$ cat src/rtl/baudgen_nco_pkg.sv
// Shared constants for the NCO baud generator: rate-select encodings and
// the elaboration-time increment calculation.
package baudgen_nco_pkg;

    typedef logic [1:0] rate_sel_t;

    localparam rate_sel_t RATE_115200 = 2'd0;
    localparam rate_sel_t RATE_9600   = 2'd1;
    localparam rate_sel_t RATE_57600  = 2'd2;
    localparam rate_sel_t RATE_230400 = 2'd3;

    // round(baud * oversample * 2^acc_w / clk_freq) in 64-bit arithmetic
    function automatic longint unsigned calc_inc(
        input longint unsigned baud,
        input longint unsigned oversample,
        input longint unsigned acc_w,
        input longint unsigned clk_freq
    );
        longint unsigned num;
        num = (baud * oversample) << acc_w;
        return (num + (clk_freq >> 1)) / clk_freq;
    endfunction

    function automatic bit inc_in_range(
        input longint unsigned inc,
        input longint unsigned acc_w
    );
        return (inc != 64'd0) && (inc < (64'd1 << acc_w));
    endfunction

endpackage

$ cat src/rtl/baud_nco.sv
// Phase accumulator: adds inc each edge; carry reports the wrap of this edge's add.
module baud_nco #(
    parameter int ACC_W = 24
) (
    input  logic             clk,
    input  logic             rst,
    input  logic             clr,
    input  logic [ACC_W-1:0] inc,
    output logic             carry
);

    logic [ACC_W-1:0] acc_q;
    logic [ACC_W-1:0] acc_d;
    logic [ACC_W:0]   sum;

    // clr wins over the adder, so a wrap on a clearing edge is discarded
    always_comb begin
        sum   = {1'b0, acc_q} + {1'b0, inc};
        acc_d = clr ? '0 : sum[ACC_W-1:0];
        carry = sum[ACC_W] & ~clr;
    end

    always_ff @(posedge clk or posedge rst) begin
        if (rst) begin
            acc_q <= '0;
        end else begin
            acc_q <= acc_d;
        end
    end

endmodule

$ cat src/rtl/baudgen_nco.sv
// Four-rate NCO baud generator producing oversample, mid-bit and bit-end ticks,
// with bit-boundary rate switching and a resync input for start-bit alignment.
module baudgen_nco
    import baudgen_nco_pkg::*;
#(
    parameter int CLK_FREQ   = 12000000,
    parameter int BAUD0      = 115200,
    parameter int BAUD1      = 9600,
    parameter int BAUD2      = 57600,
    parameter int BAUD3      = 230400,
    parameter int OVERSAMPLE = 16,
    parameter int ACC_W      = 24
) (
    input  logic       clk,
    input  logic       rst,
    input  logic       en,
    input  logic [1:0] sel,
    input  logic       resync,
    output logic       os_tick,
    output logic       mid_tick,
    output logic       baud_tick
);

    localparam int OS_W = $clog2(OVERSAMPLE);

    localparam longint unsigned INC0_L = calc_inc(BAUD0, OVERSAMPLE, ACC_W, CLK_FREQ);
    localparam longint unsigned INC1_L = calc_inc(BAUD1, OVERSAMPLE, ACC_W, CLK_FREQ);
    localparam longint unsigned INC2_L = calc_inc(BAUD2, OVERSAMPLE, ACC_W, CLK_FREQ);
    localparam longint unsigned INC3_L = calc_inc(BAUD3, OVERSAMPLE, ACC_W, CLK_FREQ);

    localparam logic [ACC_W-1:0] INC0 = ACC_W'(INC0_L);
    localparam logic [ACC_W-1:0] INC1 = ACC_W'(INC1_L);
    localparam logic [ACC_W-1:0] INC2 = ACC_W'(INC2_L);
    localparam logic [ACC_W-1:0] INC3 = ACC_W'(INC3_L);

    localparam logic [OS_W-1:0] MID_CNT  = OS_W'(OVERSAMPLE / 2 - 1);
    localparam logic [OS_W-1:0] LAST_CNT = OS_W'(OVERSAMPLE - 1);

    localparam bit INC_OK = inc_in_range(INC0_L, ACC_W) && inc_in_range(INC1_L, ACC_W) &&
                            inc_in_range(INC2_L, ACC_W) && inc_in_range(INC3_L, ACC_W);
    localparam bit GEOM_OK = (OVERSAMPLE >= 4) && (OVERSAMPLE <= 64) &&
                             ((OVERSAMPLE & (OVERSAMPLE - 1)) == 0) &&
                             (ACC_W >= 16) && (ACC_W <= 31);

    if (!INC_OK) begin : g_bad_inc
        $error("baudgen_nco: a rate increment is zero or does not fit in ACC_W bits");
    end
    if (!GEOM_OK) begin : g_bad_geom
        $error("baudgen_nco: OVERSAMPLE or ACC_W outside the supported range");
    end

    rate_sel_t        sel_q;
    rate_sel_t        sel_d;
    logic [OS_W-1:0]  os_cnt_q;
    logic [OS_W-1:0]  os_cnt_d;
    logic             os_tick_q;
    logic             os_tick_d;
    logic             mid_tick_q;
    logic             mid_tick_d;
    logic             baud_tick_q;
    logic             baud_tick_d;
    logic [ACC_W-1:0] inc_sel;
    logic             clr;
    logic             carry;

    baud_nco #(
        .ACC_W(ACC_W)
    ) u_nco (
        .clk  (clk),
        .rst  (rst),
        .clr  (clr),
        .inc  (inc_sel),
        .carry(carry)
    );

    // Rate only switches while idle or on the bit-end edge, so a bit never mixes rates
    always_comb begin
        clr = !en || resync;

        case (sel_q)
            RATE_115200: inc_sel = INC0;
            RATE_9600:   inc_sel = INC1;
            RATE_57600:  inc_sel = INC2;
            default:     inc_sel = INC3;
        endcase

        os_tick_d   = carry;
        mid_tick_d  = carry && (os_cnt_q == MID_CNT);
        baud_tick_d = carry && (os_cnt_q == LAST_CNT);

        os_cnt_d = os_cnt_q;
        if (clr) begin
            os_cnt_d = '0;
        end else if (carry) begin
            os_cnt_d = os_cnt_q + OS_W'(1);
        end

        sel_d = sel_q;
        if (!en || baud_tick_d) begin
            sel_d = sel;
        end
    end

    always_ff @(posedge clk or posedge rst) begin
        if (rst) begin
            sel_q       <= RATE_115200;
            os_cnt_q    <= '0;
            os_tick_q   <= 1'b0;
            mid_tick_q  <= 1'b0;
            baud_tick_q <= 1'b0;
        end else begin
            sel_q       <= sel_d;
            os_cnt_q    <= os_cnt_d;
            os_tick_q   <= os_tick_d;
            mid_tick_q  <= mid_tick_d;
            baud_tick_q <= baud_tick_d;
        end
    end

    assign os_tick   = os_tick_q;
    assign mid_tick  = mid_tick_q;
    assign baud_tick = baud_tick_q;

endmodule

$ cat config.mk
export PLATFORM = sky130hd
export DESIGN_NAME = baudgen_nco
export DESIGN_NICKNAME = d
export VERILOG_FILES = /design/src/rtl/baudgen_nco_pkg.sv /design/src/rtl/baud_nco.sv /design/src/rtl/baudgen_nco.sv
export SDC_FILE = /design/constraint.sdc
export NUM_CORES = 1
export LEC_CHECK = 0
export CAP_MARGIN = 10
export CORE_MARGIN = 2
export CORE_UTILIZATION = 30
export DETAILED_ROUTE_END_ITERATION = 10
export PLACE_DENSITY = 0.46
export SKIP_CTS_REPAIR_TIMING = 1
export SLEW_MARGIN = 20
export SYNTH_ARGS = -nofsm -noshare
export SYNTH_HDL_FRONTEND = slang
export SYNTH_SLANG_ARGS = --single-unit
$ cat constraint.sdc
create_clock -name clk -period 4.2 [get_ports clk]
set_input_delay 0.84 -clock clk [delete_from_list [all_inputs] [get_ports clk]]
set_output_delay 0.84 -clock clk [all_outputs]
set_load 0.1 [all_outputs]
Word level (Yosys, flattened, before mapping)
Cells that the tools add are included.
- flip-flop bits (word level): 33
- output and inout bits: 3
- add/sub/neg operators: 2
- eq/ne operators: 4
- multiplexer cells: 4
- bitwise gates (word level): 2
- reductions and logical operators: 7
- operator list (kind ; number):
    23-bit one-hot mux with 3 select lines ; 1
    24-bit by 23-bit adder with 25-bit output ; 1
    24-bit 2-to-1 mux ; 1
    4-bit 2-to-1 mux ; 2
    4-bit by 1-bit adder with 4-bit output (second input constant) ; 1
    4-bit by 3-bit == test with 1-bit output (second input constant) ; 1
    4-bit == test (second input constant) ; 1
    2-bit by 1-bit == test with 1-bit output (second input constant) ; 1
    2-bit == test (second input constant) ; 1
    1-bit logical AND ; 2
    2-bit logical NOT ; 1
    1-bit logical OR ; 2
    2-bit nonzero test ; 1
    1-bit AND ; 1
    1-bit logical NOT ; 1
    1-bit NOT ; 1

Logic depth before layout (Yosys ltp)
- word-level depth: 6
- gate-level depth with buffers: 12
- mapped depth without buffers: 12

Modules after synthesis
A second synthesis with hierarchy kept.
- cell total of the unflattened synthesis: 277
- area total of the unflattened synthesis: 2486.1 sq um
- modules (own cells, without submodules) (module ; times used ; cells each ; area an instance (sq um) ; seq. area each (sq um)):
    baud_nco ; 1 ; 233 ; 2004.4 ; 600.6
    baudgen_nco ; 1 ; 44 ; 481.7 ; 225.2

Worst setup path after synthesis
Ideal clock, no wire load.
- path type: flip-flop to flip-flop
- start: register sel_q[1]
- end: register sel_q[0]
- setup time: 0.125 ns
- arrival: 2.856 ns
- data required time: 4.075 ns
- path slack: 1.219 ns
- cell stages (with the launch flop): 12
- path buffers: 0
- clock period less this slack: 2.981 ns
- cell sequence: dfrtp_1 > inv_1 > ha_1 > or2_2 > ha_1 > nand2_1 > o21ai_1 > nand2_2 > o41ai_4 > a221oi_4 > o21ai_1 > mux2_2
- cells in the longest elaborated chain, start to end: 6
- elaborated cells between the ends (all ways): 8
- classes of those cells: 1 x add/sub; 2 x eq/ne; 1 x mux; 1 x bitwise; 3 x reduce/logical
- RTL lines (element ; RTL line ; text):
    from (decl) ; baudgen_nco.sv:52 ; rate_sel_t sel_q;
    from (signal assigned) ; baudgen_nco.sv:112 ; sel_q <= sel_d;
    2-bit == test (tied with other cells) ; baudgen_nco.sv:80 ; case (sel_q)
    23-bit one-hot mux with 3 select lines (*) ; baudgen_nco.sv:80 ;
    24-bit by 23-bit adder with 25-bit output (*) ; baud_nco.sv:18 ; sum = {1'b0, acc_q} + {1'b0, inc};
    1-bit AND (*) ; baud_nco.sv:20 ; carry = sum[ACC_W] & ~clr;
    1-bit logical AND (*) ; baudgen_nco.sv:89 ; baud_tick_d = carry && (os_cnt_q == LAST_CNT);
    1-bit logical OR (*) ; baudgen_nco.sv:99 ; if (!en || baud_tick_d) begin
Mark *: on every way between the ends. The rest lies on a longest branch, timed or not.
A chain may end at the register's enable or synchronous reset.

Worst setup path in the final report
- start: register sel_q[1]
- end: register sel_q[1]
The elaborated chain is that of the path after synthesis.

==> metrics.log <==
INFO  metric drive_gt1_frac = 0.0679
INFO  metric grt_start_max_net_pins = 34
INFO  metric gpl.final_weighted_congestion = 0.802
INFO  metric fin_worst_skew = 6.27 ps
INFO  metric cp.required = 4380 ps
INFO  metric cts.root.buffer_cell = sky130_fd_sc_hd__clkbuf_8
INFO  metric setup_total_negative_slack = 0 ps
INFO  metric overall_global_routing_resource_usage = 0.146
INFO  metric sequential_cell_area_fraction_in_the_yosys_report = 0.342
INFO  metric critical_path.cell_chain = inv_1, ha_1, or2_2, ha_1, nand2_1, o21ai_1, nand2_2, o41ai_4, a221oi_4, o21ai_1, mux2_2
INFO  metric fin_area = 2710 um2
INFO  metric io_buffers = 8
INFO  metric area_growth_syn_to_layout = 12.5%
INFO  metric pwr_density_cell = 376 nW/um2
INFO  metric worst-path-stages = 11
INFO  metric routedWlPerCell = 15.2 um
INFO  metric detailedRoute.firstIterationViolations = 106
INFO  metric floorplan.die.height = 93.7 um
INFO  metric fillCellCount = 827
INFO  metric tritoncts_clock_tree = yes
INFO  metric holdPathStages = 1
INFO  metric cts_htree_levels = 2
INFO  metric floorplan.die.width = 93.7 um
INFO  metric critical_path.max_stage_delay = 470 ps
INFO  metric async_reset_ff_frac = 1.00
INFO  metric io_pins = 9
INFO  metric final.min_clock_period = 3380 ps
INFO  metric ys_warn_count = 0
INFO  metric synth_fp_nets = 306
INFO  metric worstPathMaxFanout = 7
INFO  metric globalRoute.totalOverflow = 0
INFO  metric cpLargestDelayFamily = compound AO/OA/AOI/OAI gates
INFO  metric cts_inserted_buffers = 5
INFO  metric fmaxAchievable = 0.295 GHz
INFO  metric vdd.ir_drop.worst = 0.157 mV
INFO  metric postSynthCellCount = 272
INFO  metric placeableCoreArea = 7770 um2
INFO  metric final_hold_viol_count = 0
INFO  metric num_rows = 32
INFO  metric startpoint_type = register
INFO  metric hpwl = 4.32 mm
INFO  metric placement_stage_cell_area = 2600 um2
INFO  metric worst_setup_hold_path_clk_slew = 70 ps
INFO  metric number_of_distinct_standard_cells_referenced_by_the_synthesized_netlist = 47
INFO  metric timing_worst_setup_path_type = reg -> reg
INFO  metric p_leak = 1.27 nW
INFO  metric initial_antenna_violation_count = 0
INFO  metric syn-mean-instance-area = 8.87 um2
INFO  metric avgViaCountPerCell = 5.32
INFO  metric critPathBufInv = 1
INFO  metric syn-cell-area = 2410 um2
INFO  metric synth-edff-count = 0
INFO  metric synth-main-ff-cell = sky130_fd_sc_hd__dfrtp_1
INFO  metric initial_utilization = 0.311
INFO  metric placed_cells = 374
INFO  metric arrival = 3560 ps
INFO  metric clkLatencyLatePin = 290 ps
INFO  metric instances_no_fill = 382
INFO  metric die-area = 8770 um2
INFO  metric detail-route-antenna-nets = 0
INFO  metric register_area = 826 um2
INFO  metric route.vias.total = 2034
INFO  metric fin_nets = 313
INFO  metric grt_pass1_wl = 9.96 mm
INFO  metric slew_violations = 0
INFO  metric routed_wl = 5.81 mm
INFO  metric cp_slowest_cell = sky130_fd_sc_hd__dfrtp_1
INFO  metric grt_pass1_vias = 1997
INFO  metric diodes = 0
INFO  metric ys_seq_elements = 33
INFO  metric timing.final.crit_share = 0.806
INFO  metric worstMarginPinSlew = 971 ps
INFO  metric clock_path_buffers = 2
INFO  metric setup-violations-final = 0
INFO  metric critical_path.endpoint_type = register
INFO  metric hold_path_class = reg -> reg
INFO  metric remaining_drc_errors = 0
INFO  metric run_status = complete, no violations
INFO  metric slew-limit-headroom = 0.350
INFO  metric detailedRoute.firstPassIterationCount = 5
INFO  metric multiInputGateArea = 1520 um2
INFO  metric clock_sink_count = 33
INFO  metric maxCapViolations = 0
INFO  metric timing.reg2reg.worst_path_depth = 11
INFO  metric setup_repair_after_global_routing_missed_its_margin = false
-- power breakdown --
part	switching, mW	total, mW	leakage (nW)	internal, mW
clock	0.125	0.319	0.0585	0.194
combinational	0.214	0.345	0.762	0.131
sequential	0.0136	0.356	0.446	0.343
-- flip-flops by register name (all words and copies together) (netlist names) --
| name | flops |
|---|---|
| baud_tick | 1 |
| mid_tick | 1 |
| os_cnt_q | 4 |
| os_tick | 1 |
| sel_q | 2 |
| u_nco.acc_q | 24 |
-- cells in the mapped netlist (2+ instances only) --
library cell	instances	area, um2
sky130_fd_sc_hd__a211o_1	2	17.5
sky130_fd_sc_hd__a211oi_1	3	22.5
sky130_fd_sc_hd__a21o_1	8	60.1
sky130_fd_sc_hd__a21oi_1	27	135
sky130_fd_sc_hd__and2_1	2	12.5
sky130_fd_sc_hd__and3_1	2	12.5
sky130_fd_sc_hd__clkbuf_1	9	33.8
sky130_fd_sc_hd__dfrtp_1	33	826
sky130_fd_sc_hd__ha_1	27	338
sky130_fd_sc_hd__inv_1	9	33.8
sky130_fd_sc_hd__mux2_2	2	22.5
sky130_fd_sc_hd__mux2i_1	2	20.0
sky130_fd_sc_hd__nand2_1	17	63.8
sky130_fd_sc_hd__nand2b_1	3	18.8
sky130_fd_sc_hd__nand3_1	6	30.0
sky130_fd_sc_hd__nand4_1	6	37.5
sky130_fd_sc_hd__nor2_1	35	131
sky130_fd_sc_hd__nor2b_1	4	25.0
sky130_fd_sc_hd__nor3_1	9	45.0
sky130_fd_sc_hd__nor3b_1	2	15.0
sky130_fd_sc_hd__nor4_1	2	12.5
sky130_fd_sc_hd__o21a_1	2	15.0
sky130_fd_sc_hd__o21ai_0	15	75.1
sky130_fd_sc_hd__o21ai_1	3	15.0
sky130_fd_sc_hd__o21bai_1	4	30.0
sky130_fd_sc_hd__o311ai_0	2	17.5
sky130_fd_sc_hd__or2_2	2	12.5
sky130_fd_sc_hd__or3_1	2	12.5
sky130_fd_sc_hd__xnor2_1	7	61.3
sky130_fd_sc_hd__xor2_1	8	70.1
-- logic make-up (layout without fill, tap and decap cells) --
logic type               count (synthesis)  count (layout)  share of synthesized area
AND/OR/NAND/NOR                         97              97                      0.194
AO/OA/AOI/OAI                           76              76                      0.214
flip-flops                              33              33                      0.342
adder cells (fa/ha/maj)                 28              28                      0.148
buffers and inverters                   19              27                     0.0296
XOR/XNOR                                15              15                     0.0545
multiplexers                             4               4                     0.0176
-- final timing paths --
check | endpoint | startpoint | slack (ps)
hold reg to reg | mid_tick | os_cnt_q[3] | 520
setup reg to reg | sel_q[1] | sel_q[1] | 820
min in group asynchronous | os_tick | rst | 950
max in group asynchronous | u_nco.acc_q[12] | rst | 2940
hold / removal | mid_tick | os_cnt_q[3] | 520
setup / recovery | sel_q[1] | sel_q[1] | 820
-- metrics by stage --
stage	hold WS [ps]	setup slack [ps]	power, mW	util
detailed placement	507	830	0.703	0.334
CTS	530	812	1.03	0.349
floorplan	451	1220	0.626	-
global route	561	552	1.10	0.349
finish	524	816	1.02	0.349
global placement	508	911	0.710	0.334
-- per-layer routing --
layer	vias to the layer above	global-route usage	share of wire	wire length [um]
li1	999	-	-	-
met1	974	0.193	0.48	2790
met2	42	0.239	0.46	2680
met3	19	0.0281	0.031	179
met4	0	0.0507	0.027	155
met5	-	0	0	0
-- placed cells by master, fill, tap and decap left out, types with 4 or more instances in the layout --
cell | synthesis | final
sky130_fd_sc_hd__nor2_1 | 35 | 35
sky130_fd_sc_hd__ha_1 | 27 | 27
sky130_fd_sc_hd__nor3_1 | 9 | 9
sky130_fd_sc_hd__inv_1 | 9 | 9
sky130_fd_sc_hd__nand4_1 | 6 | 6
sky130_fd_sc_hd__o21ai_0 | 15 | 15
sky130_fd_sc_hd__nand3_1 | 6 | 6
sky130_fd_sc_hd__a21oi_1 | 27 | 27
sky130_fd_sc_hd__dfrtp_1 | 33 | 33
sky130_fd_sc_hd__clkdlybuf4s50_1 | 0 | 8
sky130_fd_sc_hd__xor2_1 | 8 | 8
sky130_fd_sc_hd__xnor2_1 | 7 | 7
sky130_fd_sc_hd__clkbuf_8 | 0 | 6
sky130_fd_sc_hd__nor2b_1 | 4 | 4
sky130_fd_sc_hd__a21o_1 | 8 | 8
sky130_fd_sc_hd__nand2_1 | 17 | 17
sky130_fd_sc_hd__o21bai_1 | 4 | 4
-- final cells by class --
cell class	count	share of cell area
Clock inverter	1	0.0111
Inverter	9	0.0124
Sequential cell	33	0.304
Clock buffer	7	0.0318
Multi-Input combinational cell	220	0.558
Tap cell	102	0.0470
Timing Repair Buffer	10	0.0350
Note: power is estimated with default switching activity, not from simulation.
